--- src/rtl/fir_coef_loader.sv ---
// Framed byte-stream loader for the 16-tap FIR coefficient bank: assembles a shadow
// bank, validates format and checksum, commits atomically, then flushes the filter.
module fir_coef_loader #(
  parameter int         FLUSH_CYCLES   = 32,
  parameter int         TIMEOUT_CYCLES = 1000000,
  parameter logic [7:0] HEADER         = 8'hA5
) (
  input  logic         clk,
  input  logic         rst,
  input  logic [7:0]   rx_data,
  input  logic         rx_valid,
  output logic [191:0] coef_flat,
  output logic         en_fir_o,
  output logic         load_done_o,
  output logic         load_err_o,
  output logic [1:0]   err_code_o,
  output logic         busy_o
);

  // state   | meaning
  // IDLE    | hunting for HEADER, other bytes ignored
  // PAYLOAD | collecting the 32 payload bytes into the shadow bank
  // CHECK   | waiting for the checksum byte, commit or reject
  // FLUSH   | new bank active, FIR held disabled for FLUSH_CYCLES
  localparam logic [1:0] S_IDLE    = 2'd0;
  localparam logic [1:0] S_PAYLOAD = 2'd1;
  localparam logic [1:0] S_CHECK   = 2'd2;
  localparam logic [1:0] S_FLUSH   = 2'd3;

  localparam logic [1:0] ERR_CSUM = 2'b01;
  localparam logic [1:0] ERR_FMT  = 2'b10;
  localparam logic [1:0] ERR_TMO  = 2'b11;

  localparam int FLW = $clog2(FLUSH_CYCLES + 1);
  localparam int TMW = $clog2(TIMEOUT_CYCLES + 1);
  localparam logic [FLW-1:0] FLUSH_LOAD = FLW'(FLUSH_CYCLES);
  localparam logic [TMW-1:0] TMR_LOAD   = TMW'(TIMEOUT_CYCLES - 1);

  logic [1:0]     state;
  logic [4:0]     idx;
  logic [7:0]     csum;
  logic           fmt_err;
  logic [TMW-1:0] tmr;
  logic [FLW-1:0] flush_cnt;
  logic [191:0]   shadow;
  logic [7:0]     base;

  assign busy_o = (state != S_IDLE);
  assign base   = 8'(idx[4:1]) * 8'd12;

  // Even bytes carry the high nibble of coef k, odd bytes the low byte.
  always_ff @(posedge clk) begin
    if (state == S_PAYLOAD && rx_valid) begin
      if (idx[0])
        shadow[base +: 8] <= rx_data;
      else
        shadow[base + 8'd8 +: 4] <= rx_data[3:0];
    end
  end

  always_ff @(posedge clk) begin
    if (rst) begin
      state       <= S_IDLE;
      idx         <= '0;
      csum        <= '0;
      fmt_err     <= 1'b0;
      tmr         <= '0;
      flush_cnt   <= '0;
      coef_flat   <= '0;
      en_fir_o    <= 1'b0;
      load_done_o <= 1'b0;
      load_err_o  <= 1'b0;
      err_code_o  <= 2'b00;
    end else begin
      load_done_o <= 1'b0;
      load_err_o  <= 1'b0;
      case (state)
        S_IDLE: begin
          if (rx_valid && rx_data == HEADER) begin
            state   <= S_PAYLOAD;
            idx     <= '0;
            csum    <= '0;
            fmt_err <= 1'b0;
            tmr     <= TMR_LOAD;
          end
        end
        S_PAYLOAD: begin
          if (rx_valid) begin
            csum <= csum ^ rx_data;
            if (!idx[0] && rx_data[7:4] != 4'h0)
              fmt_err <= 1'b1;
            idx <= idx + 5'd1;
            tmr <= TMR_LOAD;
            if (idx == 5'd31)
              state <= S_CHECK;
          end else if (tmr == '0) begin
            load_err_o <= 1'b1;
            err_code_o <= ERR_TMO;
            state      <= S_IDLE;
          end else begin
            tmr <= tmr - 1'b1;
          end
        end
        S_CHECK: begin
          if (rx_valid) begin
            if (fmt_err) begin
              load_err_o <= 1'b1;
              err_code_o <= ERR_FMT;
              state      <= S_IDLE;
            end else if (rx_data != csum) begin
              load_err_o <= 1'b1;
              err_code_o <= ERR_CSUM;
              state      <= S_IDLE;
            end else begin
              coef_flat   <= shadow;
              load_done_o <= 1'b1;
              en_fir_o    <= 1'b0;
              flush_cnt   <= FLUSH_LOAD;
              state       <= S_FLUSH;
            end
          end else if (tmr == '0) begin
            load_err_o <= 1'b1;
            err_code_o <= ERR_TMO;
            state      <= S_IDLE;
          end else begin
            tmr <= tmr - 1'b1;
          end
        end
        S_FLUSH: begin
          // Terminal count at 1 so the enable is low for exactly FLUSH_CYCLES cycles.
          flush_cnt <= flush_cnt - 1'b1;
          if (flush_cnt == FLW'(1)) begin
            en_fir_o <= 1'b1;
            state    <= S_IDLE;
          end
        end
        default: state <= S_IDLE;
      endcase
    end
  end

endmodule
--- config.mk ---
export PLATFORM = sky130hd
export DESIGN_NAME = fir_coef_loader
export DESIGN_NICKNAME = d
export VERILOG_FILES = /design/src/rtl/fir_coef_loader.sv
export SDC_FILE = /design/constraint.sdc
export NUM_CORES = 1
export LEC_CHECK = 0
export CAP_MARGIN = 30
export CORE_UTILIZATION = 50
export CTS_CLUSTER_DIAMETER = 50
export CTS_CLUSTER_SIZE = 8
export DETAILED_ROUTE_END_ITERATION = 8
export PLACE_DENSITY = 0.72
export RECOVER_POWER = 25
export SYNTH_ARGS = -nofsm -noshare
export SYNTH_HDL_FRONTEND = slang
export SYNTH_SLANG_ARGS = --single-unit
--- constraint.sdc ---
create_clock -name clk -period 5.65 [get_ports clk]
set_clock_uncertainty 0.15 [all_clocks]
set_input_delay 1.13 -clock clk [delete_from_list [all_inputs] [get_ports clk]]
set_output_delay 1.13 -clock clk [all_outputs]
set_load 0.005 [all_outputs]
==> Word-level counts from Yosys, hierarchy flattened <==
Cells that the tools add are included.
{ "op_classes": {"multipliers": 1, "add_sub_neg": 6, "n_eq_ne": 18, "shifts": 4, "muxes": 49, "n_bitwise": 5, "n_reduce_logical": 21} }
{ "op_table": {"columns": ["op", "count"], "rows": [
  ["$bwmux W192", 2],
  ["$mux W192", 1],
  ["$shift A4 B10 Y192 const A", 1],
  ["$shift A8 B10 Y192 const A", 1],
  ["$shiftx A4 B10 Y192", 1],
  ["$shiftx A8 B10 Y192", 1],
  ["$mux W20", 4],
  ["$pmux W20 S3", 1],
  ["$mux W2", 13],
  ["$logic_not A20 Y1", 1],
  ["$neg A8 Y10", 2],
  ["$sub A20 B1 Y20 const B", 1],
  ["$mux W6", 3],
  ["$mux W8", 2],
  ["$ne A2 B2 Y1 const B", 8],
  ["$pmux W8 S2", 1],
  ["$mux W1", 13],
  ["$pmux W6 S2", 1],
  ["$reduce_and A3 Y1", 4],
  ["$reduce_and A4 Y1", 3],
  ["$mux W5", 2],
  ["$pmux W5 S2", 1],
  ["$add A8 B4 Y8 const B", 1],
  ["$eq A8 B8 Y1 const B", 1],
  ["other kinds (24)", 35]
]} }
{ "word_totals": {"ff_bits": 431, "elab_cells": 116, "inputBits": 11} }

==> Logic depth before layout (Yosys ltp) <==
Gate-level depths: netlist of run 1.
{ "logic_depth": {"depth_word": 6, "depth_mapped": 15, "mapped_depth_nobuf": 11} }

==> Least setup slack after synthesis of run 1 <==
Ideal clock, no wire load.
{ "synth_path": {"path_kind": "flip-flop to flip-flop", "from": "reg, netlist name idx[1]", "to": "reg shadow[4] (enable)", "t_arrival_ps": 3542, "stages_incl_launch_ff": 13, "required_ps": 5157, "n_path_buf": 1, "setup_slack_ps": 1615, "setup_time_ps": 343, "path_cell_list": "dfxtp_1 clkinv_1 ha_1 clkbuf_1 inv_1 ha_1 or3b_2 mux2i_1 o211ai_1 nor2_1 nand4_1 a21boi_0 o22ai_1"} }
{ "synth_lines": {"columns": ["item", "line_no", "rtl"], "rows": [
  ["to (signal, indexed assignment)", "55", "shadow[base +: 8] <= rx_data;"],
  ["to (signal, indexed assignment)", "57", "shadow[base + 8'd8 +: 4] <= rx_data[3:0];"],
  ["to (decl)", "45", "logic [191:0] shadow;"]
]} }

==> Worst setup path after layout of run 1 <==
{ "layout_path": {"from": "in rx_valid", "to": "reg shadow[190] (enable)"} }
{ "layout_between": {"elab_chain_len": 1} }
{ "layout_lines": {"columns": ["item", "line_no", "rtl"], "rows": [
  ["from (decl)", "11", "input logic rx_valid,"],
  ["$logic_and A1 B1 Y1", "53", "if (state == S_PAYLOAD && rx_valid) begin"]
]} }
No other way between the ends.
A chain may end at the register's enable or synchronous reset.

==> impl_metrics.json, run 1 <==
{
  "final_cell_mix": "nand2_1 (529), a21oi_1 (253), dfxtp_1 (239)",
  "antenna_found_initial": 0,
  "layout_worst_path_cycle_share_pct": 87.0,
  "synthTopCellsByArea": "edfxtp_1 (30%), dfxtp_1 (25%), nand2_1 (10%)",
  "gp_congestion": 1.03,
  "place_hpwl_mm": 46.9,
  "syn-mean-instance-area_um2": 9.15,
  "vias": 18000,
  "vdd_ir_drop_max_mv": 0.344,
  "dp_worst_setup_slack_ps": 1140,
  "final_hold_viol_count": 0,
  "total_power_uw": 7920,
  "postCtsSetupBuffers": 0,
  "worst_skew_pair.late_latency_ps": 580,
  "die_x_um": 198,
  "drt_first_pass_iters": 7,
  "fin_nets": 2380,
  "synth_ff_type": "dfxtp_1",
  "initial_core_util_pct": 50.9,
  "setup.worst_path.start_class": "primary input",
  "via_per_inst": 6.19,
  "setup_viol": 0,
  "wl_per_cell_um": 22.9,
  "synth_nets": 2142,
  "drv_cap": 1,
  "synth_cells": 2107,
  "pin_count": 209,
  "violations": "capacitance limit, slew limit",
  "htree_levels": 3,
  "port_buffers": 208,
  "min_period_ps": 4920,
  "max_clock_freq_ghz": 0.203,
  "end_kind": "register",
  "tightest_slew_ps": 3090,
  "ctsResizeCount": 0,
  "die_area_um2": 39400,
  "num_rows": 71,
  "leakagePower_uw": 0.00877,
  "grt_pass1_vias": 17600,
  "fin_cells": 2908,
  "layout.cells.most_common": "nand2_1",
  "worst_ep_required_time_ps": 5640,
  "die-height_um": 198,
  "hold_path_class": "register to register",
  "coreArea_um2": 37800,
  "final.setup.tns_ps": 0,
  "worstSetupPathType": "primary input to register",
  "grt_max_degree": 139,
  "yosysSeqAreaShare_pct": 54.7,
  "dp_cells": 2788,
  "grt_setup_unrepaired": "no",
  "clockBufferDepth": 3,
  "ys_warn_count": 0,
  "fin_util_pct": 64.7,
  "power_density_nw_per_um2": 323,
  "synth_seq_cells": 431,
  "timing.final.ws_setup_ps": 735,
  "status": "finished, violations left",
  "synth.distinct_cells": 75,
  "drv_slew": 51,
  "cts_made_buffers": 66,
  "ant_nets": 0,
  "cp_max_fo": 50,
  "nFillCells": 3097,
  "gr-total-overflow": 0,
  "async_reset_ff_share_pct": 0,
  "yosysTopAreaCell": "edfxtp_1",
  "drt_iter0_drc": 1849,
  "clock-sinks": 431,
  "area_delta_synth_final_pct": 27.1,
  "cts_hold_buf": 0,
  "drive_gt1_share_pct": 9.81,
  "netlist_area_um2": 19300,
  "track_usage_pct": 33.6,
  "clkSlewWorstSetupHoldPaths_ps": 50,
  "yosysTopAreaCellShare_pct": 29.9,
  "slew_headroom_pct": -106,
  "root_buffer": "clkbuf_16",
  "wl_mm": 66.5,
  "grt_pass1_wl_mm": 99.5,
  "arrival_ps": 4910,
  "cts_tree": "done",
  "synth-edff-count": 192,
  "post-route-drc-count": 0
}
-- logic make-up after synthesis --
| family | count (synthesis) | share of synthesized area (%) |
|---|---|---|
| xor gates and xnor gates | 20 | 1.17 |
| and+or+nand+nor | 838 | 19.4 |
| muxes | 9 | 0.480 |
| AOI/OAI and AO/OA | 596 | 18.8 |
| DFF | 431 | 54.7 |
| adders and majority gates | 24 | 1.56 |
| buffers and inverters | 189 | 3.90 |
-- sequential cells by signal, indices dropped and copies added, names as in the netlist --
| register | count |
|---|---|
| shadow | 192 |
| coef_flat | 192 |
| state | 2 |
| load_err_o | 1 |
| fmt_err | 1 |
| tmr | 20 |
| en_fir_o | 1 |
| flush_cnt | 6 |
| idx | 5 |
| load_done_o | 1 |
| err_code_o | 2 |
| csum | 8 |
-- metrics by stage --
step | instance area [um^2] | hold WS, ps
2_1_floorplan | 19300 | 289
3_3_place_gp | 22400 | 293
3_5_place_dp | 22400 | 298
4_1_cts | 24500 | 302
5_1_grt | 24500 | 311
6_report | 24500 | 298
-- cell usage after synthesis, types with 11 or more instances --
| master | instances |
|---|---|
| and3_1 | 17 |
| o22ai_1 | 211 |
| nor4_1 | 17 |
| clkbuf_1 | 132 |
| nand3_1 | 64 |
| and2_1 | 17 |
| nand2_1 | 529 |
| dfxtp_1 | 239 |
| ha_1 | 24 |
| edfxtp_1 | 192 |
| nor2b_1 | 18 |
| buf_2 | 25 |
| nor3b_1 | 11 |
| o21ai_0 | 25 |
| inv_1 | 23 |
| nor3_1 | 26 |
| nand4_1 | 19 |
| a21oi_1 | 253 |
| nor2_1 | 74 |
| o32ai_1 | 20 |
-- routing by layer --
metal	GRT usage, %	up-vias	share of wire (%)
li1	-	8164	-
met1	39.3	8548	37
met2	58.1	1013	50
met3	6.93	272	8.7
met4	17.5	0	5.0
met5	0	-	0
-- critical path: stages --
cell and delay [ps]:
clkdlybuf4s50_1 630, nand2_1 210, clkbuf_1 2190, o22ai_1 720
-- path summary, 6_finish.rpt --
path	cells past startpoint	from	end	slack [ps]
setup / recovery	4	rx_valid	shadow[190]	730
hold / removal	2	coef_flat[161]	coef_flat[161]	300
setup reg to reg	13	idx[2]	shadow[126]	980
hold reg to reg	2	coef_flat[161]	coef_flat[161]	300
-- layout make-up --
cell class	instances	area [um^2]	share of cell area [%]
diodes	1	2.50	0.0102
clock buffers	110	1900	7.76
clock inverters	9	163	0.664
inverters	24	90.1	0.368
multi-input cells	1487	8030	32.8
flip-flops and latches	431	10600	43.1
well taps	511	639	2.61
repair buffers	335	3120	12.7
-- where the power goes --
group / switching [uW] / total, uW / internal [uW] / leakage, uW
clock: 1410 / 3760 / 2360 / 0.000985
combinational: 574 / 834 / 259 / 0.00398
sequential: 42.2 / 3320 / 3280 / 0.00381
total: 2020 / 7920 / 5900 / 0.00877
Power figures use the tool's default switching activity.
==> inputs of run 2 (changes only) <==
ABC_CLOCK_PERIOD_IN_PS = 5650   (was default)
SLEW_MARGIN = 20   (was default)
==> run 2 against run 1 <==
The run still ends with capacitance limit, slew limit left; final area fell by 1.0%; first-iteration DRC count fell by 8.3%; sequential power barely moved; cell count fell by 0.28%; sequential cell count did not move; setup slack improved by 210 ps; global-route usage fell by 0.31 points; combinational power fell by 0.5%; critical path type unchanged; highest routed layer unchanged.
==> impl_metrics.json, run 2 (synthesis gave the netlist of run 1 again) <==
{
  "layout_worst_path_cycle_share_pct": 83.2,
  "ant_nets": 0,
  "place_hpwl_mm": 46.8,
  "top_regs": "coef_flat x192, shadow x192, tmr x20",
  "num_rows": 71,
  "arrival_ps": 4760,
  "grt_pass1_wl_mm": 98.4,
  "end_kind": "register",
  "min_period_ps": 4700,
  "hold_depth": 2,
  "clkSlewWorstSetupHoldPaths_ps": 50,
  "grt_setup_unrepaired": "no",
  "drv_cap": 1,
  "register_area_um2": 10600,
  "pwr-share-clk_pct": 44.8,
  "violations": "capacitance limit, slew limit",
  "gp_congestion": 1.03,
  "dp_cells": 2788,
  "leakagePower_uw": 0.00865,
  "hold_start": "coef_flat[161]",
  "postCtsSetupBuffers": 0,
  "power_frac_seq_pct": 44.1,
  "cts_hold_buf": 0,
  "tightest_slew_ps": 2950,
  "dp_worst_setup_slack_ps": 1160,
  "layout.cells.most_common": "nand2_1",
  "cp_max_fo": 50,
  "final.setup.tns_ps": 0,
  "vias": 17800,
  "worst_ep_required_time_ps": 5710,
  "cts_tree": "done",
  "gr-total-overflow": 0,
  "setup.worst_path.start_class": "primary input",
  "insertedDiodeCount": 0,
  "grt_pass1_vias": 17500,
  "post-route-drc-count": 0,
  "regToRegSetupSlack_ps": 1050,
  "area_delta_synth_final_pct": 25.7,
  "worstSetupPathType": "primary input to register",
  "r2r_start": "idx[2]",
  "port_buffers": 208,
  "p_sw_share_pct": 25.7,
  "placed_area_um2": 22400,
  "nFillCells": 3136,
  "initial_core_util_pct": 50.9,
  "grt_max_degree": 139,
  "multi_input_area_um2": 8030,
  "clock-sinks": 431,
  "drt_first_pass_iters": 8,
  "fin_cells": 2900,
  "drt_iter0_drc": 1696,
  "final_hold_viol_count": 0,
  "pin_count": 209,
  "internal_power_uw": 5590,
  "clockBufferDepth": 3,
  "htree_levels": 2,
  "p_sw_uw": 1930,
  "status": "finished, violations left",
  "ff2ff_path_depth": 13,
  "r2r_end": "shadow[127]",
  "worst_skew_pair.late_latency_ps": 640,
  "die_area_um2": 39400,
  "final_cell_mix": "nand2_1 (529), a21oi_1 (253), dfxtp_1 (239)",
  "ctsResizeCount": 0,
  "track_usage_pct": 33.3,
  "die-height_um": 198,
  "drv_slew": 51,
  "design_area_um2": 24200,
  "timing.final.ws_setup_ps": 948,
  "slew_headroom_pct": -96.7,
  "total_power_uw": 7520,
  "via_per_inst": 6.12,
  "cts_made_buffers": 61,
  "coreArea_um2": 37800,
  "power_frac_comb_pct": 11.0,
  "drive_gt1_share_pct": 9.38,
  "whs_endpoint": "coef_flat[161]",
  "antenna_found_initial": 0,
  "hold_path_class": "register to register",
  "wl_mm": 65.8,
  "setup_viol": 0,
  "max_clock_freq_ghz": 0.213,
  "fin_nets": 2376,
  "vdd_ir_drop_max_mv": 0.319,
  "root_buffer": "clkbuf_16",
  "die_x_um": 198,
  "power_density_nw_per_um2": 310,
  "wl_per_cell_um": 22.7
}
-- run 2: changes by cell type in the layout (fill, tap and decap cells not counted), sizes merged --
cell | previous run | this run
inv | 25 | 24
clkinvlp | 0 | 1
clkinv | 7 | 4
clkdlybuf4s50 | 9 | 8
diode | 1 | 0
bufinv | 1 | 0
clkbuf | 113 | 110
dlygate4sd3 | 198 | 199
-- run 2: power by group through the flow --
| stage | registers [uW] | clock network (uW) | logic (uW) |
|---|---|---|---|
| 2_1_floorplan | 3360 | 0 | 577 |
| 3_3_place_gp | 3380 | 0 | 793 |
| 3_5_place_dp | 3380 | 0 | 820 |
| 4_1_cts | 3320 | 3410 | 824 |
| 5_1_grt | 3320 | 3550 | 907 |
| 6_report | 3320 | 3370 | 830 |
-- run 2: worst max path at each step --
| stage | to | cells after the start | start | slack (ps) |
|---|---|---|---|---|
| floorplan | shadow[4] | 12 | idx[1] | 1620 |
| global route | shadow[149] | 4 | rx_valid | 820 |
| finish | shadow[148] | 4 | rx_valid | 950 |
| detailed placement | shadow[126] | 13 | idx[2] | 1160 |
| CTS | shadow[124] | 13 | idx[2] | 1140 |
| global placement | shadow[126] | 13 | idx[2] | 1220 |
-- run 2: final cells by class --
cell class                      instances  area share [%]
Clock buffer                          106            7.12
Clock inverter                          5           0.325
Inverter                               24           0.372
Multi-Input combinational cell       1487            33.1
Sequential cell                       431            43.5
Tap cell                              511            2.64
Timing Repair Buffer                  336            12.9
-- run 2: through the flow --
step                      hold slack [ps]  utilization (%)
final                                 297             64.1
after global routing                  315             64.1
after CTS                             305             64.1
after detailed placement              298             59.3
after global placement                293             59.3
after floorplan                       289                -
-- run 2: critical path, cell delays in order --
cell	delay (ps)
clkdlybuf4s50_1	610
nand2_1	200
clkbuf_1	2090
o22ai_1	680
-- run 2: layer usage --
layer	share of wire (%)	up-vias	GRT usage (%)
li1	-	8132	-
met1	38	8463	39.9
met2	49	927	56.9
met3	8.0	233	5.31
met4	5.2	0	18.6
met5	0	-	0
==> inputs of run 3 (changes only) <==
ABC_CLOCK_PERIOD_IN_PS = 4300   (was 5650)
PLACE_DENSITY = 0.75   (was 0.72)
clock period = 4.3 ns   (was 5.65 ns; I/O delays follow)
==> run 3 against run 2 <==
The run now ends clean; non-clock buffer count is 34 higher; global-route usage is 0.55 points higher; die area stayed put; sequential cell count stayed put; via count is 2.6% higher; combinational power is 35% higher; register-to-register slack worse by 920 ps; critical path depth is 7 higher; critical endpoint is now shadow[44].
==> impl_metrics.json, run 3 (synthesis gave the netlist of run 1 again) <==
{
  "status": "complete, no violations",
  "fin_nets": 2415,
  "grt_pass1_vias": 17400,
  "regToRegSetupSlack_ps": 130,
  "insertedDiodeCount": 0,
  "wl_per_cell_um": 22.8,
  "place_hpwl_mm": 47.6,
  "die-height_um": 198,
  "final.setup.tns_ps": 0,
  "r2r_end": "shadow[44]",
  "final_hold_viol_count": 0,
  "gp_congestion": 1.12,
  "die_area_um2": 39400,
  "cp-startpoint": "idx[2]",
  "cp_max_fo": 10,
  "post-route-drc-count": 0,
  "arrival_ps": 4330,
  "htree_levels": 3,
  "area_delta_synth_final_pct": 28.0,
  "vdd_ir_drop_max_mv": 0.492,
  "postCtsSetupBuffers": 0,
  "clock-sinks": 431,
  "hold-worst-slack_ps": 297,
  "hold_depth": 2,
  "slew_headroom_pct": 45.0,
  "grt_setup_unrepaired": "no",
  "tightest_slew_ps": 825,
  "initial_core_util_pct": 50.9,
  "placed_area_um2": 22700,
  "num_rows": 71,
  "grt_max_degree": 125,
  "whs_endpoint": "coef_flat[71]",
  "gr-total-overflow": 0,
  "worstSetupPathType": "register to register",
  "hold_start": "coef_flat[71]",
  "port_buffers": 208,
  "layout.cells.most_common": "nand2_1",
  "clkSlewWorstSetupHoldPaths_ps": 50,
  "drv_slew": 0,
  "worst_skew_pair.late_latency_ps": 590,
  "r2r_start": "idx[2]",
  "coreArea_um2": 37800,
  "drt_first_pass_iters": 6,
  "drt_iter0_drc": 2454,
  "track_usage_pct": 33.8,
  "min_period_ps": 4170,
  "pin_count": 209,
  "antenna_found_initial": 1,
  "setup_viol": 0,
  "ant_nets": 0,
  "drv_cap": 0,
  "cts_tree": "done",
  "grt_pass1_wl_mm": 99.7,
  "final_cell_mix": "nand2_1 (529), a21oi_1 (252), dfxtp_1 (239)",
  "vias": 18200,
  "wl_mm": 66.9,
  "end_kind": "register",
  "layout_worst_path_cycle_share_pct": 96.9,
  "cts_made_buffers": 66,
  "power_density_nw_per_um2": 416,
  "clockBufferDepth": 3,
  "drive_gt1_share_pct": 11.3,
  "via_per_inst": 6.21,
  "design_area_um2": 24700,
  "top_regs": "coef_flat x192, shadow x192, tmr x20",
  "ff2ff_path_depth": 11,
  "setup.worst_path.start_class": "register",
  "root_buffer": "clkbuf_16",
  "max_clock_freq_ghz": 0.240,
  "hold_path_class": "register to register",
  "leakagePower_uw": 0.00884,
  "die_x_um": 198,
  "cts_hold_buf": 0,
  "worst_ep_required_time_ps": 4470
}
-- run 3: layer usage --
layer	up-vias	part of all wire, %	global-route usage, %	wire length, um
met2	1062	48	56.0	31900
li1	8209	-	-	-
met3	263	8.8	6.75	5900
met1	8687	38	41.3	25200
met5	-	0	0	0
met4	0	5.9	18.9	3980
-- run 3: worst max-delay path, stage by stage (launching register included) --
cell,delay (ps)
dfxtp_1,440
ha_1,400
xnor2_2,250
ha_1,210
or3b_2,450
mux2i_1,390
o211ai_1,250
buf_4,240
a31oi_1,560
buf_4,280
nand2b_1,170
o22ai_1,110
-- run 3: repair_timing --
item,CTS,global route
gates resized for setup,0,5
endpoints found under the hold margin,0,0
endpoints found under the setup margin,0,20
-- run 3: how the worst max path moves through the flow --
stage	end	slack (ps)	cells past startpoint
after floorplan	shadow[4]	270	12
after global placement	shadow[44]	320	11
after detailed placement	shadow[91]	220	11
after CTS	shadow[164]	210	11
after global routing	shadow[145]	6	13
final	shadow[44]	130	11
-- run 3: layout make-up --
| class | instances | area, um^2 |
|---|---|---|
| fillers | 3083 | 13200 |
| flip-flops and latches | 431 | 10600 |
| multi-input cells | 1487 | 8030 |
| repair buffers | 370 | 3420 |
| well taps | 511 | 639 |
| clock buffers | 105 | 1870 |
| clock inverters | 8 | 91.3 |
| inverters | 24 | 90.1 |
-- run 3: power by group --
part / switching (uW) / internal, uW / leakage (uW)
sequential: 54.8 / 4310 / 0.00375
combinational: 749 / 369 / 0.00415
clock: 1800 / 2980 / 0.000942
-- run 3: through the flow --
step	utilization, %	power, uW	setup slack [ps]	cells
after floorplan	-	5180	265	2107
after global placement	60.0	5500	317	2822
after detailed placement	60.0	5540	223	2823
after CTS	65.2	10300	214	2936
after global routing	65.2	10600	6.22	2936
final	65.2	10300	135	2936
